[config.mk]
export PLATFORM = sky130hd
export DESIGN_NAME = empaquetador_simbolos_2a8
export DESIGN_NICKNAME = d
export VERILOG_FILES = /design/src/rtl/empaquetador_simbolos_2a8_pkg.sv /design/src/rtl/empaquetador_simbolos_2a8_fifo.sv /design/src/rtl/empaquetador_simbolos_2a8.sv
export SDC_FILE = /design/constraint.sdc
export NUM_CORES = 1
export LEC_CHECK = 0
export ABC_AREA = 1
export CAP_MARGIN = 25
export CORE_ASPECT_RATIO = 0.8
export CORE_MARGIN = 2
export CORE_UTILIZATION = 55
export CTS_CLUSTER_SIZE = 16
export DETAILED_ROUTE_END_ITERATION = 10
export PLACE_DENSITY = 0.79
export SLEW_MARGIN = 20
export SYNTH_ARGS = -nofsm -noshare
export SYNTH_HDL_FRONTEND = slang
export SYNTH_SLANG_ARGS = --single-unit
[constraint.sdc]
create_clock -name clk -period 5.2 [get_ports clk]
set_clock_uncertainty 0.05 [all_clocks]
set_input_delay 1.56 -clock clk [delete_from_list [all_inputs] [get_ports clk]]
set_output_delay 1.56 -clock clk [all_outputs]
set_load 0.02 [all_outputs]
[src/rtl/empaquetador_simbolos_2a8_pkg.sv]
// Shared widths and defaults for the 2-bit symbol to byte packer and its FIFO.
package empaquetador_simbolos_2a8_pkg;
    localparam int SYM_W         = 2;
    localparam int SYMS_PER_WORD = 4;
    localparam int WORD_W        = SYM_W * SYMS_PER_WORD;
    localparam int FIFO_DEPTH    = 2;
    localparam int CNT_W         = 8;
    localparam int IDX_W         = (SYMS_PER_WORD > 1) ? $clog2(SYMS_PER_WORD) : 1;
    localparam int PTR_W         = $clog2(FIFO_DEPTH) + 1;
endpackage

[src/rtl/empaquetador_simbolos_2a8_fifo.sv]
// Synchronous FIFO, power-of-two depth, pointers one bit wider than the address.
module fifo_sincrono #(
    parameter int WIDTH = 8,
    parameter int DEPTH = 2
) (
    input  logic             clk,
    input  logic             reset,
    input  logic             push,
    input  logic             pop,
    input  logic [WIDTH-1:0] din,
    output logic [WIDTH-1:0] dout,
    output logic             full,
    output logic             empty
);
    localparam int AW = $clog2(DEPTH);

    logic [WIDTH-1:0] mem [DEPTH];
    logic [AW:0]      wr_ptr;
    logic [AW:0]      rd_ptr;

    // Same address with differing wrap bit means the write side has lapped the read side.
    assign full  = (wr_ptr[AW] != rd_ptr[AW]) && (wr_ptr[AW-1:0] == rd_ptr[AW-1:0]);
    assign empty = (wr_ptr == rd_ptr);
    assign dout  = empty ? '0 : mem[rd_ptr[AW-1:0]];

    always_ff @(posedge clk) begin
        if (reset) begin
            wr_ptr <= '0;
            rd_ptr <= '0;
        end else begin
            if (push && !full)
                wr_ptr <= wr_ptr + 1'b1;
            if (pop && !empty)
                rd_ptr <= rd_ptr + 1'b1;
        end
    end

    always_ff @(posedge clk) begin
        if (!reset && push && !full)
            mem[wr_ptr[AW-1:0]] <= din;
    end
endmodule

[src/rtl/empaquetador_simbolos_2a8.sv]
// Packs four LSB-first 2-bit symbols into a byte, buffers bytes, flags dropped symbols.
module empaquetador_simbolos_2a8
    import empaquetador_simbolos_2a8_pkg::*;
#(
    parameter int SYM_W         = empaquetador_simbolos_2a8_pkg::SYM_W,
    parameter int SYMS_PER_WORD = empaquetador_simbolos_2a8_pkg::SYMS_PER_WORD,
    parameter int FIFO_DEPTH    = empaquetador_simbolos_2a8_pkg::FIFO_DEPTH,
    parameter int CNT_W         = empaquetador_simbolos_2a8_pkg::CNT_W
) (
    input  logic                           clk,
    input  logic                           reset,
    input  logic                           valid_in,
    input  logic [SYM_W-1:0]               data_in,
    output logic                           ready_in,
    output logic [SYM_W*SYMS_PER_WORD-1:0] data_out,
    output logic                           valid_out,
    input  logic                           ready_out,
    output logic                           overflow,
    output logic [CNT_W-1:0]               word_count
);
    localparam int WW  = SYM_W * SYMS_PER_WORD;
    localparam int IW  = (SYMS_PER_WORD > 1) ? $clog2(SYMS_PER_WORD) : 1;

    logic [IW-1:0] idx;
    logic [WW-1:0] assembly;
    logic [WW-1:0] word_next;
    logic          accept;
    logic          last_sym;
    logic          push;
    logic          pop;
    logic          full;
    logic          empty;

    assign ready_in  = !full;
    assign valid_out = !empty;
    assign accept    = valid_in && ready_in;
    assign last_sym  = (idx == IW'(SYMS_PER_WORD - 1));
    assign push      = accept && last_sym;
    assign pop       = valid_out && ready_out;

    // Higher slots are still zero, so overlaying the new symbol yields the full word on the last one.
    always_comb begin
        word_next = assembly;
        word_next[SYM_W*idx +: SYM_W] = data_in;
    end

    always_ff @(posedge clk) begin
        if (reset) begin
            idx        <= '0;
            assembly   <= '0;
            overflow   <= 1'b0;
            word_count <= '0;
        end else begin
            if (accept) begin
                if (last_sym) begin
                    idx      <= '0;
                    assembly <= '0;
                end else begin
                    idx      <= idx + 1'b1;
                    assembly <= word_next;
                end
            end
            if (valid_in && !ready_in)
                overflow <= 1'b1;
            if (pop)
                word_count <= word_count + 1'b1;
        end
    end

    fifo_sincrono #(
        .WIDTH (WW),
        .DEPTH (FIFO_DEPTH)
    ) u_fifo (
        .clk   (clk),
        .reset (reset),
        .push  (push),
        .pop   (pop),
        .din   (word_next),
        .dout  (data_out),
        .full  (full),
        .empty (empty)
    );
endmodule

==> metrics.cfg, run 1 <==
[worst_hold_path]
worstHoldPathType = reg2reg
worstHoldStart = assembly[7]

[setup_path]
cpMostUsedCell = nand2_4
critPathBufInv = 3
r2r_start = u_fifo.wr_ptr[0]
cp-start-kind = flop
critical_path_arrival_ns = 2.04
r2r_slack_ns = 3.28
slowest_delay_ns = 0.62
crit_type = reg2out
critPathCaptureType = output pin
cp_slowest_cell = clkdlybuf4s50_1
crit_path_max_fanout = 8
crit_family = buffers and inverters
critPathRequiredTime_ns = 3.59
crit_chain = inv_2 -> nand2_2 -> nand2_4 -> nand2_4 -> inv_1 -> a21oi_1 -> clkdlybuf4s50_1
startpoint = u_fifo.wr_ptr[0]

[pwr]
power.leakage_nw = 0.992
comb_power_share_pct = 10.3
switching_power_mw = 0.162
peakVddDrop_v = 0.000224
total_power_mw = 0.671
power_frac_seq_pct = 49.8
power_density_nw_per_um2 = 278
p_clk_share_pct = 39.9
power.share.switching_pct = 24.1
internal-power_mw = 0.510

[clocking]
clock-sinks = 40
cts_hold_buf = 0
cts_setup_buffers = 0
tritoncts = yes
htree_levels = 2
clk_latency_ns = 0.30
cts_buffers = 5
cts-resized-gates = 0
cts_buffer_depth = 2
clk_pin_slew_worst_paths_ns = 0.09
clockRootBuffer = clkbuf_8

[yosys]
synth_top_area_share_pct = 24.0
ys_ff_latch = 40
syn-num-nets = 265
ys_top_cells_by_area = dfxtp_1 (24%), edfxtp_1 (24%), nand2_1 (9.4%), nor2_1 (9.4%), inv_1 (6.6%)
synth_async_sr_flop_share_pct = 0
ys_warn_count = 0
ys.flop_type = dfxtp_1
syn_inst = 253
yosysTopAreaCell = dfxtp_1
netlist_area_sq_um = 2000
post_synth_num_cell_types = 26
synth-edff-count = 16
synthTopCellsByCount = nand2_1 (50), nor2_1 (50), inv_1 (35)
ys_seq_area_share_pct = 47.9
avgSynthCellArea_sq_um = 7.92

[cells_and_area]
nFillCells = 282
fin_util_pct = 69.6
area_growth_pct = 20.6
fin_cells = 324
drive_above_1_share_pct = 11.7
diodes = 0
layout.nets = 293
finalInstanceArea_sq_um = 2420

[timing]
fin_tns_setup_ns = 0
hold_violations = 0
rsz0062_at_grt = no
maxSlewHeadroom_pct = 50.4
tightest_slew_ns = 0.741
timing.final.max_slew_violations = 0
fmax_ghz = 0.274
fin_crit_ns = 3.65
fin_hold_ws_ns = 0.421
min_period_over_period_pct = 70.2
setup_viol = 0
fin_ws_ns = 1.55

[detailed_routing]
drtIter0Drc = 103
firstDrtPassIters = 4
detail_route.vias_per_cell = 5.02
topRoutingLayerUsed = met4
wl_met3_microns = 267
wl_per_cell_microns = 12.4
wl_mm = 4.01
ant_nets = 0
drc = 0
wl_met2_mm = 1.81
vias = 1627
wl_met1_mm = 1.90

[grt]
grt_pass1_wl_mm = 6.76
grt.total_usage_pct = 21.1
grt_antenna_before_repair = 0
grt_pass1_vias = 1500
overflow = 0
grt_max_degree = 17

[placement]
place.port_buffers = 24
gp_congestion = 0.860
placed_cell_area_sq_um = 2290
dp_cells = 316
dp_hpwl_mm = 2.96
pre_cts_ws_ns = 1.40

[die]
die-area_sq_um = 4150
dieWidth_microns = 71.5
start_util_pct = 57.8
io_pins = 25
core_sq_um = 3470
rows = 19
die_h_microns = 58.0

[run]
cap_violations = 0

[status]
status = completed

## final cells by class
type	count	area, sq um	share of cell area, %
Timing Repair Buffer	24	240	9.94
Clock buffer	6	82.6	3.42
Multi-Input combinational cell	172	895	37.0
Sequential cell	40	961	39.8
Inverter	38	148	6.11
Clock inverter	2	38.8	1.60
Tap cell	42	52.6	2.17
## sequential cells by signal (all words and copies together), names as in the netlist, named ones only
register       cells
assembly           8
word_count         8
overflow           1
u_fifo.mem        16
u_fifo.rd_ptr      2
u_fifo.wr_ptr      2
idx                2
## cells in the final DEF (no fill, tap or decap), types with 2 or more instances in the layout
cell	Yosys	routed
a21oi_1	11	11
a21oi_2	6	6
clkbuf_8	0	6
clkdlybuf4s50_1	0	24
clkinv_4	1	2
dfxtp_1	24	24
edfxtp_1	16	16
ha_1	6	6
inv_1	35	35
nand2_1	50	50
nand2_2	7	7
nand2_4	4	4
nand3_1	13	13
nand3_2	2	2
nand4_1	4	4
nor2_1	50	50
nor3_2	0	2
o21ai_0	6	6
xor2_1	5	5
## cell families (layout without fill, tap and decap cells)
kind of cell	count (synthesis)	in the layout	share of synthesized area (%)
AOI/OAI and AO/OA	25	25	7.49
xor gates and xnor gates	6	6	2.62
adders and majority gates	6	6	3.75
buffers and inverters	41	70	7.93
DFF	40	40	47.9
and+or+nand+nor	135	135	30.3
## power groups by stage
stage	logic (mW)	registers [mW]	clock network (mW)
floorplan	0.0446	0.340	0
global placement	0.0661	0.341	0
detailed placement	0.0679	0.341	0
CTS	0.0682	0.334	0.272
global route	0.0768	0.335	0.284
finish	0.0688	0.334	0.268
## path summary, 6_finish.rpt
path	end	depth (start not counted)
worst max-delay path	data_out[5]	7
worst min register to register	assembly[7]	2
worst max register to register	u_fifo.mem[0][6]	6
worst min-delay path	assembly[7]	2
## metal layers
metal	vias up	GRT usage (%)
met5	-	0
met4	0	7.82
met3	2	5.22
met2	51	32.1
met1	721	29.6
li1	853	-
## tightest hold or removal path: cells and delay by family (launching register included)
family,cells,cell delay [ns]
AND/OR/NAND/NOR,1,0.07
flip-flops,1,0.32
buffers and inverters,1,0.04
(Power assumes the default switching activity.)
==> run 2: changes to the inputs <==
CORE_UTILIZATION = 49   (was 55)
PLACE_DENSITY = 0.75   (was 0.79)
clock period = 3 ns   (was 5.2 ns; I/O delays follow)
==> metrics.cfg, run 2 (synthesized netlist as in run 1, its figures left out) <==
[status]
status = completed

[die]
rows = 20
start_util_pct = 52.0
dieWidth_microns = 75.5
io_pins = 25
die-area_sq_um = 4620
die_h_microns = 61.2
core_sq_um = 3850

[detailed_routing]
wl_per_cell_microns = 11.7
firstDrtPassIters = 5
drtIter0Drc = 73
ant_nets = 0
drc = 0
vias = 1620
detail_route.vias_per_cell = 4.76
wl_mm = 3.99

[timing]
fin_tns_setup_ns = 0
hold_violations = 0
tightest_slew_ns = 0.330
setup_viol = 0
fin_crit_ns = 2.65
min_period_over_period_pct = 88.3
fmax_ghz = 0.377
rsz0062_at_grt = no
maxSlewHeadroom_pct = 78.0
timing.final.max_slew_violations = 0

[clocking]
cts-resized-gates = 0
cts_hold_buf = 0
cts_buffers = 5
htree_levels = 2
tritoncts = yes
clock-sinks = 40
clk_latency_ns = 0.29
clockRootBuffer = clkbuf_8
clk_pin_slew_worst_paths_ns = 0.08
cts_buffer_depth = 2
cts_setup_buffers = 0

[setup_path]
critPathBufInv = 2
r2r_start = idx[0]
cp-start-kind = flop
critPathRequiredTime_ns = 2.05
cp_slowest_cell = clkdlybuf4s50_1
slowest_delay_ns = 0.63
crit_chain = inv_1 -> nand2_2 -> nand2_4 -> nand2_4 -> clkdlybuf4s50_1
crit_family = buffers and inverters
startpoint = u_fifo.rd_ptr[0]
crit_type = reg2out
cpMostUsedCell = nand2_4
crit_path_max_fanout = 7
critical_path_arrival_ns = 1.70
critPathCaptureType = output pin

[cells_and_area]
largest_reg_flops = 16
layout.nets = 296
diodes = 0
layout_common_cells = nand2_1 (50), nor2_1 (50), inv_1 (35), dfxtp_1 (24)
area_growth_pct = 21.1
drive_above_1_share_pct = 11.6
fin_util_pct = 63.0
nFillCells = 335

[pwr]
peakVddDrop_v = 0.000245
power_density_nw_per_um2 = 425
power.leakage_nw = 1.14

[grt]
grt_pass1_wl_mm = 6.88
grt_antenna_before_repair = 0
grt.total_usage_pct = 20.1
grt_pass1_vias = 1483
grt_max_degree = 13
overflow = 0

[run]
cap_violations = 0

[worst_hold_path]
worstHoldPathType = reg2reg
worstHoldStart = assembly[6]

[placement]
gp_congestion = 0.804
place.port_buffers = 24
dp_hpwl_mm = 2.99

==> run 2: cell types whose count changed in the layout (fill, tap and decap cells not counted), moves of 2 or more <==
cell,change
clkdlybuf4s50_1,-8
buf_4,+3
dlymetal6s2s_1,+8
clkinv_2,+2
nor3_1,+2
nor3_2,-2
==> run 2: path summary, 6_finish.rpt <==
path / to / cells past startpoint / slack [ns]
setup reg to reg: assembly[2] / 10 / 1.21
hold / removal: assembly[6] / 2 / 0.42
setup / recovery: valid_out / 5 / 0.35
hold reg to reg: assembly[6] / 2 / 0.42
==> run 2: routing by layer <==
| layer | vias to the layer above | share of wire [%] | track usage (%) |
|---|---|---|---|
| met4 | 0 | 0.68 | 7.52 |
| met1 | 738 | 52 | 28.9 |
| met2 | 23 | 44 | 30.3 |
| met3 | 2 | 3.3 | 3.93 |
| met5 | - | 0 | 0 |
| li1 | 857 | - | - |
==> run 2: power breakdown <==
| group | internal, mW | total, mW | switching (mW) |
|---|---|---|---|
| sequential | 0.570 | 0.580 | 0.00934 |
| clock | 0.158 | 0.335 | 0.178 |
| combinational | 0.0411 | 0.118 | 0.0765 |
==> run 2: final cells by class <==
cell class	instances	area, sq um	area share [%]
Sequential cell	40	961	39.6
Multi-Input combinational cell	172	885	36.4
Timing Repair Buffer	27	283	11.6
Inverter	38	148	6.08
Clock buffer	5	68.8	2.84
Tap cell	55	68.8	2.84
Clock inverter	3	13.8	0.567
==> run 2: tightest hold or removal path: stages (launching register included) <==
cell,delay (ns)
dfxtp_1,0.32
nand3_1,0.07
inv_1,0.04
==> run 2: through the flow <==
stage | worst slack, ns | power (mW) | instances | hold WS [ns] | cell area [sq um]
after floorplan | 0.842 | 0.667 | 253 | 0.386 | 2000
after global placement | 0.441 | 0.707 | 332 | 0.394 | 2320
after detailed placement | 0.334 | 0.710 | 332 | 0.407 | 2320
after CTS | 0.00456 | 1.04 | 340 | 0.420 | 2410
after global routing | 0.250 | 1.08 | 340 | 0.449 | 2430
final | 0.350 | 1.03 | 340 | 0.420 | 2430
